### config.mk
export PLATFORM = sky130hd
export DESIGN_NAME = adder_result_fifo
export DESIGN_NICKNAME = d
export VERILOG_FILES = /design/src/rtl/adder_result_fifo.sv
export SDC_FILE = /design/constraint.sdc
export NUM_CORES = 1
export LEC_CHECK = 0
export CAP_MARGIN = 20
export CELL_PAD_IN_SITES_DETAIL_PLACEMENT = 0
export CELL_PAD_IN_SITES_GLOBAL_PLACEMENT = 2
export CORE_AREA = 4 4 69 71
export CTS_BUF_LIST = sky130_fd_sc_hd__clkbuf_8 sky130_fd_sc_hd__clkbuf_16
export DETAILED_ROUTE_END_ITERATION = 7
export DIE_AREA = 0 0 73 75
export PLACE_DENSITY = 0.78
export SYNTH_ARGS = -nofsm -noshare
export SYNTH_HDL_FRONTEND = slang
export SYNTH_SLANG_ARGS = --single-unit
### constraint.sdc
create_clock -name clk -period 3.7 [get_ports clk]
set_input_delay 0.74 -clock clk [delete_from_list [all_inputs] [get_ports clk]]
set_output_delay 0.74 -clock clk [all_outputs]
set_load 0.1 [all_outputs]
### src/rtl/adder_result_fifo.sv
// First-word-fall-through result FIFO between the handshake adder and its sink.
// Optional statistics outputs (push total, high-water mark) under ADDER_RESULT_FIFO_STATS_EN.
module adder_result_fifo #(
  parameter int WIDTH = 8,
  parameter int DEPTH = 4,
  parameter int CNT_W = $clog2(DEPTH) + 1
) (
  input  logic             clk,
  input  logic             rst,
  input  logic             in_valid,
  output logic             in_ready,
  input  logic [WIDTH-1:0] in_data,
  output logic             out_valid,
  input  logic             out_ready,
  output logic [WIDTH-1:0] out_data,
  output logic [CNT_W-1:0] count,
  output logic             full,
  output logic             empty
`ifdef ADDER_RESULT_FIFO_STATS_EN
  ,
  output logic [15:0]      total_cnt,
  output logic [CNT_W-1:0] max_level
`endif
);

  localparam int AW = $clog2(DEPTH);

  logic [WIDTH-1:0] mem [DEPTH];
  logic [AW-1:0]    wr_ptr;
  logic [AW-1:0]    rd_ptr;
  logic             push;
  logic             pop;
  logic [CNT_W-1:0] count_next;

  assign full      = (count == CNT_W'(DEPTH));
  assign empty     = (count == '0);
  // Ready is independent of out_ready so a full FIFO never accepts a push, even alongside a pop.
  assign in_ready  = !full && !rst;
  assign out_valid = !empty;
  assign out_data  = out_valid ? mem[rd_ptr] : '0;

  assign push = in_valid && in_ready;
  assign pop  = out_valid && out_ready;

  always_comb begin
    count_next = count;
    case ({push, pop})
      2'b10:   count_next = count + CNT_W'(1);
      2'b01:   count_next = count - CNT_W'(1);
      default: count_next = count;
    endcase
  end

  always_ff @(posedge clk or posedge rst) begin
    if (rst) begin
      wr_ptr <= '0;
      rd_ptr <= '0;
      count  <= '0;
    end else begin
      if (push) wr_ptr <= wr_ptr + AW'(1);
      if (pop)  rd_ptr <= rd_ptr + AW'(1);
      count <= count_next;
    end
  end

  // Storage is intentionally left out of reset; only the pointers define validity.
  always_ff @(posedge clk) begin
    if (push) mem[wr_ptr] <= in_data;
  end

`ifdef ADDER_RESULT_FIFO_STATS_EN
  always_ff @(posedge clk or posedge rst) begin
    if (rst) begin
      total_cnt <= '0;
      max_level <= '0;
    end else begin
      if (push && (total_cnt != 16'hFFFF)) total_cnt <= total_cnt + 16'd1;
      if (count_next > max_level) max_level <= count_next;
    end
  end
`endif

`ifndef SYNTHESIS
  always_ff @(posedge clk) begin
    if (!rst && push && full)  $error("adder_result_fifo: push while full");
    if (!rst && pop && empty)  $error("adder_result_fifo: pop while empty");
  end
`endif

endmodule

==> results.md <==
- The arrival time of data at the critical path endpoint is 2230 ps.
- Walking the worst path, the cells encountered are or3_4, clkdlybuf4s50_1.
- After detailed routing, the average wire length per cell comes to 15.6 um.
- For this run, the leading register cell type out of synthesis is sky130_fd_sc_hd__edfxtp_1.
- In this run the clock root is driven by a sky130_fd_sc_hd__clkbuf_8.
- Of the synthesized area, sequential elements account for 0.679.
- Entering global routing, the biggest net connects 13 pins.
- Before CTS, the worst setup slack after placement is 1020 ps.
- The port buffer count is 26.
- The via count of the first global-routing pass is 871.
- Routability-driven placement finished with a final weighted congestion of 0.728.
- The achievable clock frequency is 336 MHz.
- The antenna diode count is 0.
- The CTS clock-pin slew for the worst setup and hold paths is 70 ps.
- Buffers inserted to repair hold after CTS numbered 0.
- After the first detailed-routing iteration, the DRC count stood at 48.
- The area share of the largest cell type after synthesis is 0.574.
- The synthesized cell area is 1670 sq um.
- The core footprint is 4230 sq um.
- The total area of sequential cells is 1140 sq um.
- The count of cells in the finished layout, fillers not included, comes to 174.
- The longest individual stage delay on the worst path is 990 ps.
- The sum of overflow across all layers after global routing is 0.
- The number of hold violations in the final report is 0.
- The max-cap check violation count is 0.
- The kind of cell adding the most delay to the critical path is buffers and inverters.
- The count of final max-slew check failures is 0.
- The global-route wire length before repair is 4.35 mm.
- At the pin with the least slew margin, the transition time is 998 ps.
- The worst hold path belongs to the class flop to flop.
- After detailed routing, the number of vias per cell comes to 4.82.
- The worst max-slew margin expressed relative to the limit is 0.333.
- Data on the critical path is required at its endpoint by 2960 ps.
- The post-detailed-route DRC marker count is 0.
- The count of final setup violators is 0.
- The clock net sink count is 39.
- Setup repair after global routing left no endpoint under its margin.
- Yosys attributes the largest share of cell area to sky130_fd_sc_hd__edfxtp_1 (57%), sky130_fd_sc_hd__mux4_2 (11%), sky130_fd_sc_hd__dfrtp_1 (10%), sky130_fd_sc_hd__and2_1 (4.5%), sky130_fd_sc_hd__ha_1 (3.7%).
- Counting buffers and inverters, the worst setup path is 2 cells deep.
- The mean cell area of the mapped netlist is 18.4 sq um.
- The minimum setup slack in the final design is 727 ps.
- The number of instances in the placed design is 166.
- The cell with the largest stage delay on the worst path is sky130_fd_sc_hd__clkdlybuf4s50_1.
- The net count of the finished layout is 139.
- The latest clock arrival within the worst-skew pair is 280 ps.
- The number of filler instances in the final layout is 357.
- Counting flops with an async set or reset pin after synthesis yields a share of 0.179.
- Post-CTS repair changed the size of 0 cells.
- The deepest clock path buffer count is 2.
- The number of cells traversed by the worst register-to-register path is 8.
- Yosys printed 0 warnings.
- The number of distinct library cells after synthesis is 20.
- Counting instances in the post-synthesis netlist gives the leading cell types as sky130_fd_sc_hd__edfxtp_1 (32), sky130_fd_sc_hd__and2_1 (12), sky130_fd_sc_hd__mux4_2 (8), sky130_fd_sc_hd__dfrtp_1 (7), sky130_fd_sc_hd__inv_1 (7).
- In this run the number of H-tree levels came out at 2.
- The initial antenna violation count is 0.
- For flop-to-flop paths, the worst setup slack is 1630 ps.
- The total routing usage reported by global routing is 0.113.
- The fraction of final layout cells sized beyond drive strength 1 is 0.270.
- The pre-antenna-repair detailed-routing pass consisted of 4 iterations.
- The starting density of the core is 0.395.
- Measured along the y axis, the die boundary spans 75 um.
- The cell type contributing the most total cell area after synthesis is sky130_fd_sc_hd__edfxtp_1.
- Along the worst hold path, the cell count comes to 1.
- After legalization and detailed placement, the total HPWL measured 1.95 mm.
- The post-CTS setup-driven buffer insertion count is 0.
- The kind of start point of the critical path is a flop.
- STA classifies the critical path endpoint as an output port.
- The floorplan step defined a die boundary enclosing 5480 sq um.
- For the final routed database, the setup TNS stands at 0 ps.
- The final worst clock skew is 4.33 ps.
- For this block, the via count after detailed routing is 838.
- In this run the worst path has a maximum fanout of 12.
- Counting every net in the synthesized netlist gives 109.
- Yosys mapped a number of flops with a built-in enable equal to 32.
- The number of buffers added by the clock tree synthesis step is 5.
- Dividing the final minimum period by the clock period gives 0.803.
- The flow ran to the end, and the final reports show no timing, DRC or antenna violations.
- 27 I/O pins were placed.
- Synthesis inferred 39 register bits.
- The final layout contains routed wiring with a total length of 2.71 mm.
- In the synthesized netlist, the number of instances is 91.
- The layout overhead on the synthesized area is 23.6%.
- Subtracting the final worst setup slack from the clock period gives 2970 ps.
- Measured along the x axis, the die boundary spans 73 um.
- The clock tree from TritonCTS is built.
- The critical path is of the flop to output port type.
- The number of buffer and inverter stages on the critical path is 1.
- The floorplan has 24 rows.
- The most repeated cell in the gate-level netlist after synthesis is sky130_fd_sc_hd__edfxtp_1.
- The remaining antenna violation count is 0.
- Summing all multi-input logic gate instances after layout gives 485 sq um.
[cells in the final DEF, fill, tap and decap left out]
master / Yosys / routed
sky130_fd_sc_hd__inv_1: 7 / 7
sky130_fd_sc_hd__mux4_2: 8 / 8
sky130_fd_sc_hd__and2_1: 12 / 12
sky130_fd_sc_hd__nor3b_4: 2 / 2
sky130_fd_sc_hd__bufinv_16: 0 / 1
sky130_fd_sc_hd__dfrtp_1: 7 / 7
sky130_fd_sc_hd__clkbuf_8: 0 / 6
sky130_fd_sc_hd__inv_2: 1 / 1
sky130_fd_sc_hd__xor2_1: 3 / 3
sky130_fd_sc_hd__mux2_4: 1 / 1
sky130_fd_sc_hd__and2_4: 1 / 1
sky130_fd_sc_hd__xnor2_1: 3 / 3
sky130_fd_sc_hd__clkdlybuf4s50_1: 0 / 15
sky130_fd_sc_hd__fa_1: 1 / 1
sky130_fd_sc_hd__nor2_1: 2 / 2
sky130_fd_sc_hd__or3_4: 1 / 1
sky130_fd_sc_hd__ha_1: 5 / 5
sky130_fd_sc_hd__buf_4: 0 / 11
sky130_fd_sc_hd__nand3_1: 1 / 1
sky130_fd_sc_hd__mux2i_1: 1 / 1
sky130_fd_sc_hd__clkinv_2: 0 / 1
sky130_fd_sc_hd__edfxtp_1: 32 / 32
[layer usage]
metal / GRT usage / share of wire / wire length, um / vias up
li1: - / - / - / 388
met1: 0.133 / 0.41 / 1110 / 433
met2: 0.192 / 0.54 / 1470 / 15
met3: 0.0427 / 0.045 / 122 / 2
met4: 0.0369 / 0.0037 / 10 / 0
met5: 0 / 0 / 0 / -
[area by class of cell]
class / instances / area share
clock inverters: 2 / 0.0169
inverters: 8 / 0.0145
flip-flops and latches: 39 / 0.550
repair buffers: 26 / 0.113
multi-input cells: 41 / 0.235
clock buffers: 6 / 0.0400
well taps: 52 / 0.0315
[stage by stage]
stage	cell area [sq um]	hold WS [ps]	util
2_1_floorplan	1670	535	-
3_3_place_gp	1950	523	0.460
3_5_place_dp	1950	526	0.460
4_1_cts	2070	544	0.488
5_1_grt	2070	567	0.488
6_report	2070	535	0.488
[final timing paths]
check,from,endpoint
setup / recovery,count[0]$_DFFE_PP0P_,out_valid
hold / removal,count[2]$_DFFE_PP0P_,count[2]$_DFFE_PP0P_
setup reg to reg,count[0]$_DFFE_PP0P_,count[2]$_DFFE_PP0P_
hold reg to reg,count[2]$_DFFE_PP0P_,count[2]$_DFFE_PP0P_
max in group asynchronous,rst,rd_ptr[0]$_DFFE_PP0P_
min in group asynchronous,rst,wr_ptr[0]$_DFFE_PP0P_
[sequential cells by signal (all words and copies together), names as in the netlist]
register / count
rd_ptr: 2
count: 3
mem: 32
wr_ptr: 2
[cell families after synthesis]
kind of cell | share of synthesized area
xor+xnor | 0.0314
fa+ha+maj | 0.0494
buf+inv | 0.0307
flops | 0.679
mux | 0.123
simple gates | 0.0868
[worst register-to-register path: cells and delay by family (launching register included)]
| family | cells | cell delay [ps] |
|---|---|---|
| XOR/XNOR | 2 | 300 |
| adder cells (fa/ha/maj) | 2 | 370 |
| buffers and inverters | 1 | 70 |
| AND/OR/NAND/NOR | 3 | 770 |
| flip-flops | 1 | 460 |
Power is not shown: default switching activity piles up to over one toggle a cycle in this logic, so the estimate is an artifact.
